### config.mk
export PLATFORM = sky130hd
export DESIGN_NAME = i2c_target_regfile
export DESIGN_NICKNAME = d
export VERILOG_FILES = /design/src/rtl/i2c_target_regfile.sv
export SDC_FILE = /design/constraint.sdc
export NUM_CORES = 1
export LEC_CHECK = 0
export ABC_CLOCK_PERIOD_IN_PS = 2900
export CAP_MARGIN = 40
export CORE_UTILIZATION = 30
export CTS_BUF_LIST = sky130_fd_sc_hd__clkbuf_4 sky130_fd_sc_hd__clkbuf_8 sky130_fd_sc_hd__clkbuf_16
export CTS_CLUSTER_SIZE = 14
export DETAILED_ROUTE_END_ITERATION = 10
export PLACE_DENSITY = 0.55
export SYNTH_ARGS = -nofsm -noshare
export SYNTH_HDL_FRONTEND = slang
export SYNTH_SLANG_ARGS = --single-unit
### constraint.sdc
create_clock -name clock -period 2.9 [get_ports clock]
set_input_delay 0.725 -clock clock [delete_from_list [all_inputs] [get_ports clock]]
set_output_delay 0.725 -clock clock [all_outputs]
set_load 0.005 [all_outputs]
### src/rtl/i2c_target_regfile.sv
// I2C target with a parametrised byte-wide register file, glitch-filtered bus inputs and
// per-register read-only map. Define I2C_TGT_GEN_CALL_EN to accept the general-call reset (0x00, 0x06).
module i2c_target_regfile #(
  parameter int                   NUM_REGS   = 8,
  parameter logic [6:0]           DEV_ADDR   = 7'h3C,
  parameter int                   FILT_DEPTH = 3,
  parameter logic [NUM_REGS-1:0]  RO_MASK    = '0
) (
  input  logic                          clock,
  input  logic                          reset,
  input  logic                          scl_i,
  input  logic                          sda_i,
  output logic                          sda_o,
  output logic                          sda_en_o,
  input  logic [8*NUM_REGS-1:0]         reg_ext_i,
  output logic [8*NUM_REGS-1:0]         reg_q,
  output logic                          wr_stb_o,
  output logic [$clog2(NUM_REGS)-1:0]   wr_idx_o,
  output logic                          busy_o
);

  localparam int PW = $clog2(NUM_REGS);

  typedef enum logic [3:0] {
    S_IDLE, S_ADDR, S_ADDR_ACK, S_PTR, S_PTR_ACK,
    S_WR_DATA, S_WR_ACK, S_RD_DATA, S_RD_ACK, S_GC_CMD
  } state_t;

  // Channel 0 is SCL, channel 1 is SDA.
  logic [1:0] sync1, sync2, filt, filt_d;
  logic [2:0] filt_cnt [2];

  state_t        state;
  logic [3:0]    bit_cnt;
  logic [7:0]    shift;
  logic [7:0]    tx;
  logic [PW-1:0] pointer;
  logic          ack_on;
  logic          rw;
  logic          gc;
  logic [7:0]    regs [NUM_REGS];
  logic [7:0]    ext  [NUM_REGS];

  logic          scl_rise, scl_fall, start_det, stop_det, sda_lvl;
  logic [7:0]    rx_byte;
  logic [7:0]    rd_byte;
  logic [PW-1:0] ptr_next;
  logic          gc_hit;

  assign sda_o = 1'b0;

  for (genvar g = 0; g < NUM_REGS; g++) begin : g_map
    assign ext[g]            = reg_ext_i[8*g +: 8];
    assign reg_q[8*g +: 8]   = RO_MASK[g] ? 8'h00 : regs[g];
  end

  always_ff @(posedge clock) begin
    if (reset) begin
      sync1       <= '1;
      sync2       <= '1;
      filt        <= '1;
      filt_d      <= '1;
      filt_cnt[0] <= '0;
      filt_cnt[1] <= '0;
    end else begin
      sync1  <= {sda_i, scl_i};
      sync2  <= sync1;
      filt_d <= filt;
      // A new level is accepted only after FILT_DEPTH consecutive differing samples.
      for (int c = 0; c < 2; c++) begin
        if (sync2[c] == filt[c]) begin
          filt_cnt[c] <= '0;
        end else if (filt_cnt[c] == 3'(FILT_DEPTH - 1)) begin
          filt[c]     <= sync2[c];
          filt_cnt[c] <= '0;
        end else begin
          filt_cnt[c] <= filt_cnt[c] + 3'd1;
        end
      end
    end
  end

  assign scl_rise  =  filt[0] & ~filt_d[0];
  assign scl_fall  = ~filt[0] &  filt_d[0];
  assign start_det =  filt[0] &  filt_d[0] &  filt_d[1] & ~filt[1];
  assign stop_det  =  filt[0] &  filt_d[0] & ~filt_d[1] &  filt[1];
  assign sda_lvl   =  filt[1];

  assign rx_byte  = {shift[6:0], sda_lvl};
  assign rd_byte  = RO_MASK[pointer] ? ext[pointer] : regs[pointer];
  assign ptr_next = (pointer == PW'(NUM_REGS - 1)) ? '0 : pointer + PW'(1);

`ifdef I2C_TGT_GEN_CALL_EN
  assign gc_hit = (rx_byte == 8'h00);
`else
  assign gc_hit = 1'b0;
`endif

  always_ff @(posedge clock) begin
    if (reset) begin
      state    <= S_IDLE;
      bit_cnt  <= '0;
      shift    <= '0;
      tx       <= '0;
      pointer  <= '0;
      ack_on   <= 1'b0;
      rw       <= 1'b0;
      gc       <= 1'b0;
      sda_en_o <= 1'b1;
      wr_stb_o <= 1'b0;
      wr_idx_o <= '0;
      busy_o   <= 1'b0;
      // NOTE: the register file is built from flops, so it takes the synchronous clear;
      // a RAM-inferred array could not be reset this way.
      for (int i = 0; i < NUM_REGS; i++) regs[i] <= '0;
    end else begin
      wr_stb_o <= 1'b0;
      if (stop_det) begin
        state    <= S_IDLE;
        sda_en_o <= 1'b1;
        busy_o   <= 1'b0;
        ack_on   <= 1'b0;
      end else if (start_det) begin
        state    <= S_ADDR;
        bit_cnt  <= '0;
        sda_en_o <= 1'b1;
        ack_on   <= 1'b0;
      end else begin
        case (state)
          S_ADDR, S_PTR, S_WR_DATA, S_GC_CMD: begin
            if (scl_rise) begin
              shift <= rx_byte;
              if (bit_cnt == 4'd7) begin
                bit_cnt <= '0;
                if (state == S_ADDR) begin
                  if (rx_byte[7:1] == DEV_ADDR) begin
                    state  <= S_ADDR_ACK;
                    rw     <= rx_byte[0];
                    gc     <= 1'b0;
                    busy_o <= 1'b1;
                  end else if (gc_hit) begin
                    state  <= S_ADDR_ACK;
                    rw     <= 1'b0;
                    gc     <= 1'b1;
                    busy_o <= 1'b1;
                  end else begin
                    state  <= S_IDLE;
                    busy_o <= 1'b0;
                  end
                end else if (state == S_PTR) begin
                  if (32'(rx_byte) < NUM_REGS) begin
                    pointer <= rx_byte[PW-1:0];
                    state   <= S_PTR_ACK;
                  end else begin
                    state  <= S_IDLE;
                    busy_o <= 1'b0;
                  end
                end else if (state == S_GC_CMD) begin
                  if (rx_byte == 8'h06) begin
                    state <= S_WR_ACK;
                  end else begin
                    state  <= S_IDLE;
                    busy_o <= 1'b0;
                  end
                end else begin
                  state <= S_WR_ACK;
                end
              end else begin
                bit_cnt <= bit_cnt + 4'd1;
              end
            end
          end

          // First SCL fall drives the ACK low, the second releases it and moves on.
          S_ADDR_ACK, S_PTR_ACK, S_WR_ACK: begin
            if (scl_rise && ack_on && state == S_WR_ACK) begin
              wr_stb_o <= 1'b0;
              if (gc) begin
                for (int i = 0; i < NUM_REGS; i++)
                  if (!RO_MASK[i]) regs[i] <= '0;
                pointer  <= '0;
                wr_stb_o <= 1'b1;
                wr_idx_o <= '0;
              end else begin
                if (!RO_MASK[pointer]) begin
                  regs[pointer] <= shift;
                  wr_stb_o      <= 1'b1;
                  wr_idx_o      <= pointer;
                end
                pointer <= ptr_next;
              end
            end
            if (scl_fall) begin
              if (!ack_on) begin
                ack_on   <= 1'b1;
                sda_en_o <= 1'b0;
              end else begin
                ack_on  <= 1'b0;
                bit_cnt <= '0;
                if (state == S_ADDR_ACK && rw) begin
                  state    <= S_RD_DATA;
                  sda_en_o <= rd_byte[7];
                  tx       <= {rd_byte[6:0], 1'b0};
                end else begin
                  sda_en_o <= 1'b1;
                  if (state == S_PTR_ACK)       state <= S_WR_DATA;
                  else if (gc)                  state <= S_GC_CMD;
                  else if (state == S_ADDR_ACK) state <= S_PTR;
                  else                          state <= S_WR_DATA;
                end
              end
            end
          end

          S_RD_DATA: begin
            if (scl_rise) bit_cnt <= bit_cnt + 4'd1;
            if (scl_fall) begin
              if (bit_cnt == 4'd8) begin
                sda_en_o <= 1'b1;
                bit_cnt  <= '0;
                state    <= S_RD_ACK;
              end else begin
                sda_en_o <= tx[7];
                tx       <= {tx[6:0], 1'b0};
              end
            end
          end

          // ack_on marks that the initiator acknowledged and another byte follows.
          S_RD_ACK: begin
            if (scl_rise) begin
              if (!sda_lvl) begin
                ack_on  <= 1'b1;
                pointer <= ptr_next;
              end else begin
                state  <= S_IDLE;
                busy_o <= 1'b0;
              end
            end
            if (scl_fall && ack_on) begin
              ack_on   <= 1'b0;
              state    <= S_RD_DATA;
              sda_en_o <= rd_byte[7];
              tx       <= {rd_byte[6:0], 1'b0};
            end
          end

          default: ;
        endcase
      end
    end
  end

endmodule
### Yosys cells after proc, flatten, opt, wreduce, memory -nomap -nowiden

Memories as Yosys holds them, arrays and structs flattened. A register that Yosys moved wholly into a read port is not among the register bits.
Cells that the tools add are included.

* register bits: 43
* bits in latches: 0
* RAM bits: 70
* ROM bits: 8
* input bits: 68
* logic and storage cells: 250
* memories kept: 3

* add/subtract/negate cells: 4
* $mul: 0
* divide/modulo/power cells: 0
* magnitude comparators: 3
* equal/unequal tests: 48
* shift-type cells: 0
* mux-type cells: 120
* bitwise logic cells: 25
* reduce and logical (&&, ||, !) cells: 30

Memories
* regs: words 8, width 8, read ports 9, clocked after memory_dff 1, write ports 8, line 41 `logic [7:0] regs [NUM_REGS];`
* (name not given): words 8, width 1, read ports 1, clocked after memory_dff 1, write ports 0, line 185 `if (!RO_MASK[pointer]) begin`
* filt_cnt: words 2, width 3, read ports 2, clocked after memory_dff 0, write ports 2, line 31 `logic [2:0] filt_cnt [2];`

Operator list (count)
* $mux W4: 20
* $mux W8: 10
* $mux W3: 26
* $mux W1: 55
* $reduce_and A9 Y1: 4
* $ne A2 B2 Y1 const B: 16
* $ne A3 B3 Y1 const B: 9
* $bmux W8 S3: 1
* $pmux W8 S3: 1
* $eq A4 B3 Y1 const B: 5
* $ne A4 B4 Y1 const B: 5
* $pmux W4 S4: 1
* $eq A4 B4 Y1 const B: 3
* $pmux W4 S3: 1
* $reduce_and A4 Y1: 3
* $not A1 Y1: 11
* $reduce_and A11 Y1: 1
* $reduce_and A5 Y1: 2
* $add A3 B1 Y3 const B: 3
* $pmux W3 S3: 1
* $eq A4 B2 Y1 const B: 2
* $eq A8 B3 Y1 const B: 1
* $lt A8 B4 Y1 const B: 1
* $reduce_bool A4 Y1: 2
* 25 further kinds: 46

### Longest topological paths before layout

Gate-level depths: netlist (run 1).

* depth in word-level cells: 12
* gate-level depth with buffers: 9

### Worst setup path before layout (run 1)

No wires, ideal clock.

* path kind: register -> register
* start point: reg filt_d[0]
* end point: mem regs[5][0] (enable)
* data arrival time: 1849 ps
* data required time: 2590 ps
* slack: 741 ps
* cell stages (with the launch flop): 8
* path buffers: 1
* cell sequence: dfxtp_1 clkbuf_1 and2b_1 nand4_2 inv_1 nand2_1 nor3_1 or2_2

RTL lines
* start: declaration: line 30 `logic [1:0] sync1, sync2, filt, filt_d;`
* start signal: assignment: line 68 `filt_d <= filt;`
* end: declaration: line 41

==> reports/metrics.yaml, run 1 <==
synth_edf_count: 70
drc_errors: 0
synth_top_family_by_area: "simple AND/OR/NAND/NOR gates"
grt_pass1_wl_mm: 24.7
htreeDepth: 4
overflow: 0
setup_viol: 0
hpwl_mm: 11.1
syn_inst: 535
postRouteAntennaNets: 0
drt_iter0_markers: 278
clkPwrFrac: 0.377
yosysSeqAreaShare: 0.510
synth_xor_area_frac: 0.00447
reg2reg_to: "regs[4][0]"
numPortBuffers: 73
cts_tree: "yes"
root_buffer: "clkbuf_16"
period_share: 0.845
worstPathMaxFanout: 12
antenna_cells: 0
endpoint_kind: "flip-flop"
p_seq_frac: 0.382
synth_ff_type: "edfxtp_1"
p_switching_mw: 1.58
post-route-util: 0.397
routed_wirelength_mm: 15.7
period_minus_slack_ns: 2.45
fin_nets: 695
postCtsHoldBufs: 0
holdCritPathClass: "flip-flop to flip-flop"
synthSimpleGateAreaFrac: 0.216
r2r_setup_slack_ns: 0.45
pre_cts_slack_ns: 0.459
slew_headroom: 0.552
vias: 4388
yosysTopAreaCell: "edfxtp_1"
synth.distinct_cells: 64
yosys.area_share.adder: 0.0170
min-delay-start: "sync1[1]"
finalPower_mw: 5.29
p_int_mw: 3.70
vias_per_cell: 4.92
share_comb_of_total_power: 0.241
async_flop_share: 0
cts-buffers-inserted: 17
rows: 50
grt_pass1_vias: 4409
gp_congestion: 0.886
critPathKind: "flip-flop to flip-flop"
num_io_pins: 139
drt_pass1_iterations: 4
grt_max_degree: 49
final-hold-violation-count: 0
die-height_um: 142
r2r_start: "filt[0]"
mappedNetlistArea_mm2: 0.00588
clk_pin_slew_ns: 0.05
synth.area.mux_share: 0.111
core_mm2: 0.0190
synth_seq_cells: 115
rsz0062_at_grt: "no"
fin_setup_tns_ns: 0
whs_endpoint: "sync2[1]"
tightestPinTransition_ns: 0.671
synth_warnings: 0
synth-compound-area-share: 0.104
die_w_um: 142
area_delta_synth_final_pct: 27.7
cp-start-kind: "flip-flop"
worst_slack_ns: 0.448
critPathRequiredTime_ns: 3.00
powerDensity_mw_per_mm2: 703
wl_per_cell_um: 17.6
worstHoldPathCells: 1
r2r.worst_path.cells: 6
cts_resized: 0
leakage_nw: 2.73
worstPathArrival_ns: 2.55
grt_util_all_layers: 0.164
drv_slew: 0
layout-drive-gt1-share: 0.163
switching_share: 0.300
peakVddDrop_uv: 392
clockBufferDepth: 2
fmax_mhz: 408
clk_latency_ns: 0.42
post_cts_buffers: 0
fill_cells: 1837
antenna_found_initial: 0
die_area_mm2: 0.0202
hold_slack_ns: 0.405
syn_area_per_cell_um2: 11.0
start_util: 0.310
final.setup_skew_ns: 0.00557
cap_violations: 0
cts_sinks: 115
netlist_top_cells_area: "edfxtp_1 (36%), dfxtp_1 (15%), and2_1 (7.0%)"
status: "completed"
synth_top_area_frac: 0.357
[cell type report]
| cell class | instances | area [um^2] | share of cell area |
|---|---|---|---|
| Inverter | 9 | 33.8 | 0.00449 |
| Multi-Input combinational cell | 379 | 2690 | 0.357 |
| Sequential cell | 115 | 3000 | 0.399 |
| Timing Repair Buffer | 97 | 906 | 0.121 |
| Clock buffer | 17 | 425 | 0.0566 |
| Clock inverter | 14 | 139 | 0.0185 |
| Tap cell | 260 | 325 | 0.0433 |
[worst max-delay path, cell delays in order (launching register included)]
cell	delay (ns)
dfxtp_1	0.53
and2b_1	0.34
nand4_2	0.23
inv_1	0.10
nand2_1	0.14
nor2_1	0.45
or2_2	0.35
[through the flow]
| stage | area (um^2) | instances |
|---|---|---|
| final | 7520 | 891 |
| after global routing | 7520 | 891 |
| after CTS | 7520 | 891 |
| after detailed placement | 6950 | 860 |
| after global placement | 6950 | 860 |
| after floorplan | 5900 | 540 |
[worst max-delay path by stage]
stage,start,end,slack (ns),depth (start not counted)
after floorplan,filt_d[0],regs[5][0],0.74,7
after global placement,filt[0],regs[4][2],0.46,6
after detailed placement,filt[0],regs[4][2],0.46,6
after CTS,filt[0],regs[4][7],0.45,6
after global routing,filt[0],regs[4][7],0.11,6
final,filt[0],regs[4][0],0.45,6
[metal layers]
metal  vias up  wire (um)  GRT usage
met2        98       7710      0.272
met5         -          0          0
met1      2162       7150      0.211
met4         0        241     0.0611
met3        22        590     0.0330
li1       2106          -          -
[placed cells by master, fill, tap and decap left out, types with 18 or more instances in the layout]
master | netlist | final
buf_4 | 2 | 24
or2_2 | 18 | 18
mux2i_1 | 28 | 28
clkdlybuf4s50_1 | 0 | 72
nor2_1 | 46 | 46
a21oi_1 | 23 | 23
nand2_1 | 26 | 26
dfxtp_1 | 45 | 45
edfxtp_1 | 70 | 70
and2_1 | 66 | 66
[Yosys cell counts (3+ instances only)]
cell type	instances
mux4_2	16
inv_1	9
nor2b_1	10
a21oi_1	23
clkbuf_1	21
o22ai_1	4
edfxtp_1	70
a211o_1	8
buf_2	10
mux2i_1	28
nor3_1	16
a311oi_1	3
o21ai_0	15
nor2_1	46
nor2_2	4
or3_1	4
a31oi_1	4
dfxtp_1	45
nand3_1	4
or2_2	18
o21bai_1	3
nand2_1	26
buf_6	3
and2_1	66
nand3b_1	3
ha_1	8
nand2b_1	10
a211oi_1	10
[flip-flops by register name, indices dropped and copies added (netlist names), named ones only]
register / cells
rw: 1
sync2: 2
filt_cnt: 6
wr_stb_o: 1
busy_o: 1
ack_on: 1
regs: 64
filt_d: 2
pointer: 3
state: 4
bit_cnt: 4
shift: 8
filt: 2
tx: 7
sda_en_o: 1
wr_idx_o: 3
sync1: 2
[logic make-up after synthesis]
group,count (synthesis)
XOR/XNOR,3
buffers and inverters,46
multiplexers,45
AND/OR/NAND/NOR,226
adder cells (fa/ha/maj),8
other,2
flip-flops,115
AO/OA/AOI/OAI,90
[power by group through the flow]
stage	Clock (mW)	Combinational (mW)	Sequential, mW
2_1_floorplan	0	1.02	1.95
3_3_place_gp	0	1.25	2.05
3_5_place_dp	0	1.26	2.06
4_1_cts	2.03	1.27	2.02
5_1_grt	2.09	1.40	2.04
6_report	1.99	1.27	2.02
Note: power is estimated with default switching activity, not from simulation.
==> run 2, diff against run 1 <==
- ABC_CLOCK_PERIOD_IN_PS: 2900 -> 2400
- clock period: 2.9 -> 2.4 ns (I/O delays scaled with it)
==> run 2 against run 1 <==
Compared with the run above: via count is 3.8% higher; clock skew up 0.0026 ns; worst setup slack worse by 0.29 ns; clock power increased by 22%; sequential power grew 21%; sequential share of layout area decreased by 0.94 points; first-iteration DRC count up 6.8%; count of clock-buffer cells in the layout is the same; power increased by 23%; combinational power grew 29%; sequential cell count did not move; non-clock buffer count rose by 20; largest cell class unchanged; highest routed layer unchanged.
==> reports/metrics.yaml, run 2 (synthesis results as in run 1) <==
slowest_delay_ns: 0.52  # about the same
fin_nets: 715  # +2.9%
grt_pass1_wl_mm: 25.2  # +2.3%
reg.largest.list: "regs x64, shift x8, tx x7"
numPortBuffers: 73  # unchanged
post_cts_buffers: 0  # unchanged
wl_per_cell_um: 17.8  # +0.93%
rsz0062_at_grt: "no"
drt_iter0_markers: 297  # +6.8%
stdcell_count: 911  # +2.2%
vias: 4553  # +3.8%
area_delta_synth_final_pct: 30.8
worstPathArrival_ns: 2.57  # +0.02 ns
use_met1: 0.212  # +0.00171
antenna_cells: 0  # unchanged
cts_sinks: 115  # unchanged
endpoint_kind: "flip-flop"
critPathRequiredTime_ns: 2.72  # -0.28 ns
start_util: 0.310  # unchanged
crit_slowest_cell: "or4_1"
grt_max_degree: 26  # -47%
period_share: 0.936  # +0.0901
powerDensity_mw_per_mm2: 844  # +20%
finalPower_mw: 6.50  # +23%
cp_cell_sequence: "inv_1 > ha_1 > and3b_1 > a21oi_1 > a21oi_1 > or4_1 > a2bb2oi_1 > nor3_1"
use_met3: 0.0326  # -0.000336
setup_viol: 0  # unchanged
grt_util_all_layers: 0.168  # +0.00416
cts-buffers-inserted: 17  # unchanged
period_minus_slack_ns: 2.25  # -0.206 ns
grt_pass1_vias: 4528  # +2.7%
cpLargestDelayFamily: "simple AND/OR/NAND/NOR gates"
path_buf_inv: 1  # unchanged
htreeDepth: 4  # unchanged
overflow: 0  # unchanged
grt_use_met2: 0.285  # +0.0132
num_io_pins: 139  # unchanged
cp-start-kind: "flip-flop"
clk_latency_ns: 0.41  # about the same
cts_tree: "yes"
dp.cells: 880  # +2.3%
largest_register: "regs"
postRouteAntennaNets: 0  # unchanged
core_mm2: 0.0190  # unchanged
tightestPinTransition_ns: 0.508  # -0.163 ns
cap_violations: 0  # unchanged
hpwl_mm: 11.7  # +5.3%
final-hold-violation-count: 0  # unchanged
hold_slack_ns: 0.407  # +0.00211 ns
drt_pass1_iterations: 5  # +1
final.setup_skew_ns: 0.00816  # +0.00259 ns
cts_resized: 0  # unchanged
postCtsHoldBufs: 0  # unchanged
clockBufferDepth: 2  # unchanged
fin_setup_tns_ns: 0  # unchanged
peakVddDrop_uv: 551  # +41%
fmax_mhz: 445  # +9.2%
mostFrequentLayoutCells: "clkdlybuf4s50_1 (72), edfxtp_1 (70), and2_1 (66), nor2_1 (46), dfxtp_1 (45)"
rows: 50  # unchanged
layout-drive-gt1-share: 0.190  # +0.0272
largest_register_ffs: 64  # unchanged
critPathKind: "flip-flop to flip-flop"
leakage_nw: 2.85  # +4.1%
antenna_found_initial: 0  # unchanged
status: "completed"
drv_slew: 0  # unchanged
drc_errors: 0  # unchanged
routed_wirelength_mm: 16.2  # +3.2%
holdCritPathClass: "flip-flop to flip-flop"
slew_headroom: 0.658  # +0.106
worstPathMaxFanout: 6  # -6
vias_per_cell: 5.00  # +1.5%
die_area_mm2: 0.0202  # unchanged
cpMostUsedCell: "a21oi_1"
gp_congestion: 0.882  # -0.51%
clk_pin_slew_ns: 0.05  # about the same
busiest_layer: "met2"
layout_commonest_cell: "clkdlybuf4s50_1"
die-height_um: 142  # unchanged
die_w_um: 142  # unchanged
root_buffer: "clkbuf_16"
## run 2: cell count changes in the layout (fill, tap and decap cells not counted), sizes merged
cell / change
clkinv: +1
buf: +20
clkinvlp: -1
## run 2: layer usage
layer  vias up  part of all wire
met5         -                 0
met4         0             0.013
met3        13             0.048
met2       132              0.49
met1      2259              0.44
li1       2149                 -
## run 2: worst reg2reg max path, delay by kind of cell (launching register included)
kind	cells	cell delay, ns
AOI/OAI and AO/OA	3	0.57
adders and majority gates	1	0.19
buffers and inverters	1	0.07
DFF	1	0.42
and+or+nand+nor	3	0.91
## run 2: worst paths after layout
kind         startpoint         end  slack [ns]  cells past startpoint
max reg2reg  bit_cnt[0]  bit_cnt[3]        0.15                      8
max          bit_cnt[0]  bit_cnt[3]        0.15                      8
min            sync1[1]    sync2[1]        0.41                      1
min reg2reg    sync1[1]    sync2[1]        0.41                      1
## run 2: layout make-up
cell class	instances	area, um^2
Clock inverter	14	139
Tap cell	260	325
Multi-Input combinational cell	379	2700
Timing Repair Buffer	117	1070
Fill cell	1825	11300
Sequential cell	115	3000
Inverter	9	33.8
Clock buffer	17	425
## run 2: power breakdown
part           internal, mW  switching (mW)  total [mW]
logic                 0.789           0.850        1.64
registers              2.24           0.203        2.44
clock network          1.51           0.907        2.42
## run 2: through the flow
stage               worst slack (ns)  cell area [um^2]  utilization
finish                         0.155              7700        0.406
global route                  0.0255              7700        0.406
CTS                            0.132              7680        0.405
detailed placement             0.141              7120        0.375
global placement               0.239              7120        0.375
floorplan                      0.241              5900            -
==> run 3, diff against run 2 <==
- REMOVE_ABC_BUFFERS: unset -> 1
==> run 3 against run 2 <==
Compared with the run above: register-to-register slack lost 0.10 ns; largest cell class unchanged; critical endpoint is now regs[6][3]; power grew 1.6%; via count shrank 0.77%; sequential share of layout area is the same; non-clock buffer count shrank 1; final cell count is the same; sequential cell count is the same; sequential power shrank 2%; highest routed layer unchanged; clock skew is essentially flat.
==> reports/metrics.yaml, run 3 (synthesis results as in run 1) <==
endpoint_kind: "flip-flop"
reg.largest.list: "regs x64, shift x8, tx x7"
clockBufferDepth: 2  # unchanged
drt_pass1_iterations: 4  # -1
cp-start-kind: "flip-flop"
htreeDepth: 4  # unchanged
post-route-util: 0.406  # unchanged
routed_wirelength_mm: 16.4  # +1.5%
peakVddDrop_uv: 480  # -13%
startpoint: "state[2]"
hold_slack_ns: 0.406  # -0.00142 ns
cts_tree: "yes"
numPortBuffers: 73  # unchanged
worstPathMaxFanout: 8  # +2
gp_congestion: 0.883  # +0.10%
start_util: 0.310  # unchanged
cts-buffers-inserted: 17  # unchanged
final_area_mm2: 0.00770  # unchanged
fmax_mhz: 426  # -4.3%
status: "completed"
antenna_cells: 0  # unchanged
reg2reg_to: "regs[6][3]"
leakage_nw: 2.85  # about the same
die_area_mm2: 0.0202  # unchanged
tightestPinTransition_ns: 0.647  # +0.139 ns
grt_max_degree: 48  # +85%
cts_resized: 0  # unchanged
final-hold-violation-count: 0  # unchanged
drc_errors: 0  # unchanged
num_io_pins: 139  # unchanged
postRouteAntennaNets: 0  # unchanged
final.setup_skew_ns: 0.00792  # -0.000233 ns
r2r.worst_path.cells: 7  # -1
layout-drive-gt1-share: 0.194  # +0.00307
fin_nets: 714  # -0.14%
powerDensity_mw_per_mm2: 858  # +1.6%
crit_path_end: "regs[6][3]"
post_cts_buffers: 0  # unchanged
clk_pin_slew_ns: 0.05  # about the same
slew_headroom: 0.565  # -0.0930
postCtsHoldBufs: 0  # unchanged
finalPower_mw: 6.60  # +1.6%
antenna_found_initial: 0  # unchanged
cap_violations: 0  # unchanged
r2r_setup_slack_ns: 0.05  # -0.10 ns
cts_sinks: 115  # unchanged
setup_viol: 0  # unchanged
holdCritPathClass: "flip-flop to flip-flop"
critPathRequiredTime_ns: 2.50  # -0.22 ns
die-height_um: 142  # unchanged
grt_pass1_wl_mm: 25.7  # +1.9%
vias: 4518  # -0.77%
fin_setup_tns_ns: 0  # unchanged
layout_commonest_cell: "clkdlybuf4s50_1"
core_mm2: 0.0190  # unchanged
hpwl_mm: 11.8  # +0.59%
drv_slew: 0  # unchanged
largest_register: "regs"
critPathKind: "flip-flop to flip-flop"
area_delta_synth_final_pct: 30.8  # unchanged
root_buffer: "clkbuf_16"
wl_per_cell_um: 18.0  # +1.5%
r2r_start: "state[2]"
period_share: 0.978  # +0.0421
grt_pass1_vias: 4514  # -0.31%
worstPathArrival_ns: 2.45  # -0.12 ns
clk_latency_ns: 0.42  # about the same
vias_per_cell: 4.96  # -0.77%
period_minus_slack_ns: 2.35  # +0.101 ns
mostFrequentLayoutCells: "clkdlybuf4s50_1 (72), edfxtp_1 (70), and2_1 (66), dfxtp_1 (45), nor2_1 (44)"
placed_area_mm2: 0.00709  # -0.35%
drt_iter0_markers: 278  # -6.4%
rsz0062_at_grt: "no"
overflow: 0  # unchanged
rows: 50  # unchanged
grt_util_all_layers: 0.172  # +0.00414
die_w_um: 142  # unchanged
fill_cells: 1806  # -1.0%
largest_register_ffs: 64  # unchanged
[run 3: worst min path at each step]
stage | startpoint | endpoint | slack (ns) | depth (start not counted)
4_1_cts | sync1[1] | sync2[1] | 0.41 | 1
3_3_place_gp | sync1[1] | sync2[1] | 0.39 | 1
6_report | sync1[1] | sync2[1] | 0.41 | 1
2_1_floorplan | sync1[0] | sync2[0] | 0.39 | 1
3_5_place_dp | sync1[1] | sync2[1] | 0.39 | 1
5_1_grt | sync1[1] | sync2[1] | 0.42 | 1
[run 3: per-stage QoR]
step,std cells,setup WS [ns]
after detailed placement,879,-0.000631
after global routing,911,0.0137
final,911,0.0536
after floorplan,503,0.0470
after global placement,877,-0.196
after CTS,911,0.0327
[run 3: where the power goes]
| part | internal, mW | switching, mW | leakage, nW |
|---|---|---|---|
| combinational | 0.779 | 0.883 | 1.47 |
| clock | 1.65 | 0.907 | 0.289 |
| sequential | 2.24 | 0.150 | 1.09 |
[run 3: area by class of cell]
class / instances / area, um^2 / area share
tap: 260 / 325 / 0.0423
clock buffer: 19 / 440 / 0.0572
clock inverter: 13 / 161 / 0.0210
sequential: 115 / 3000 / 0.390
inverter: 9 / 33.8 / 0.00439
multi-input combinational: 379 / 2690 / 0.350
timing repair buffer: 116 / 1040 / 0.136
[run 3: critical path: stages, from the launching register on]
cell and delay [ns]:
dfxtp_1 0.43, and2_1 0.18, nand4_2 0.14, inv_1 0.08, nand2_1 0.11, nor3_1 0.54
buf_2 0.29, or2_2 0.27
[run 3: layer usage]
| metal | global-route usage | vias up | wire [um] |
|---|---|---|---|
| li1 | - | 2139 | - |
| met1 | 0.219 | 2254 | 7330 |
| met3 | 0.0350 | 18 | 605 |
| met4 | 0.0662 | 0 | 277 |
| met2 | 0.287 | 107 | 8220 |
| met5 | 0 | - | 0 |
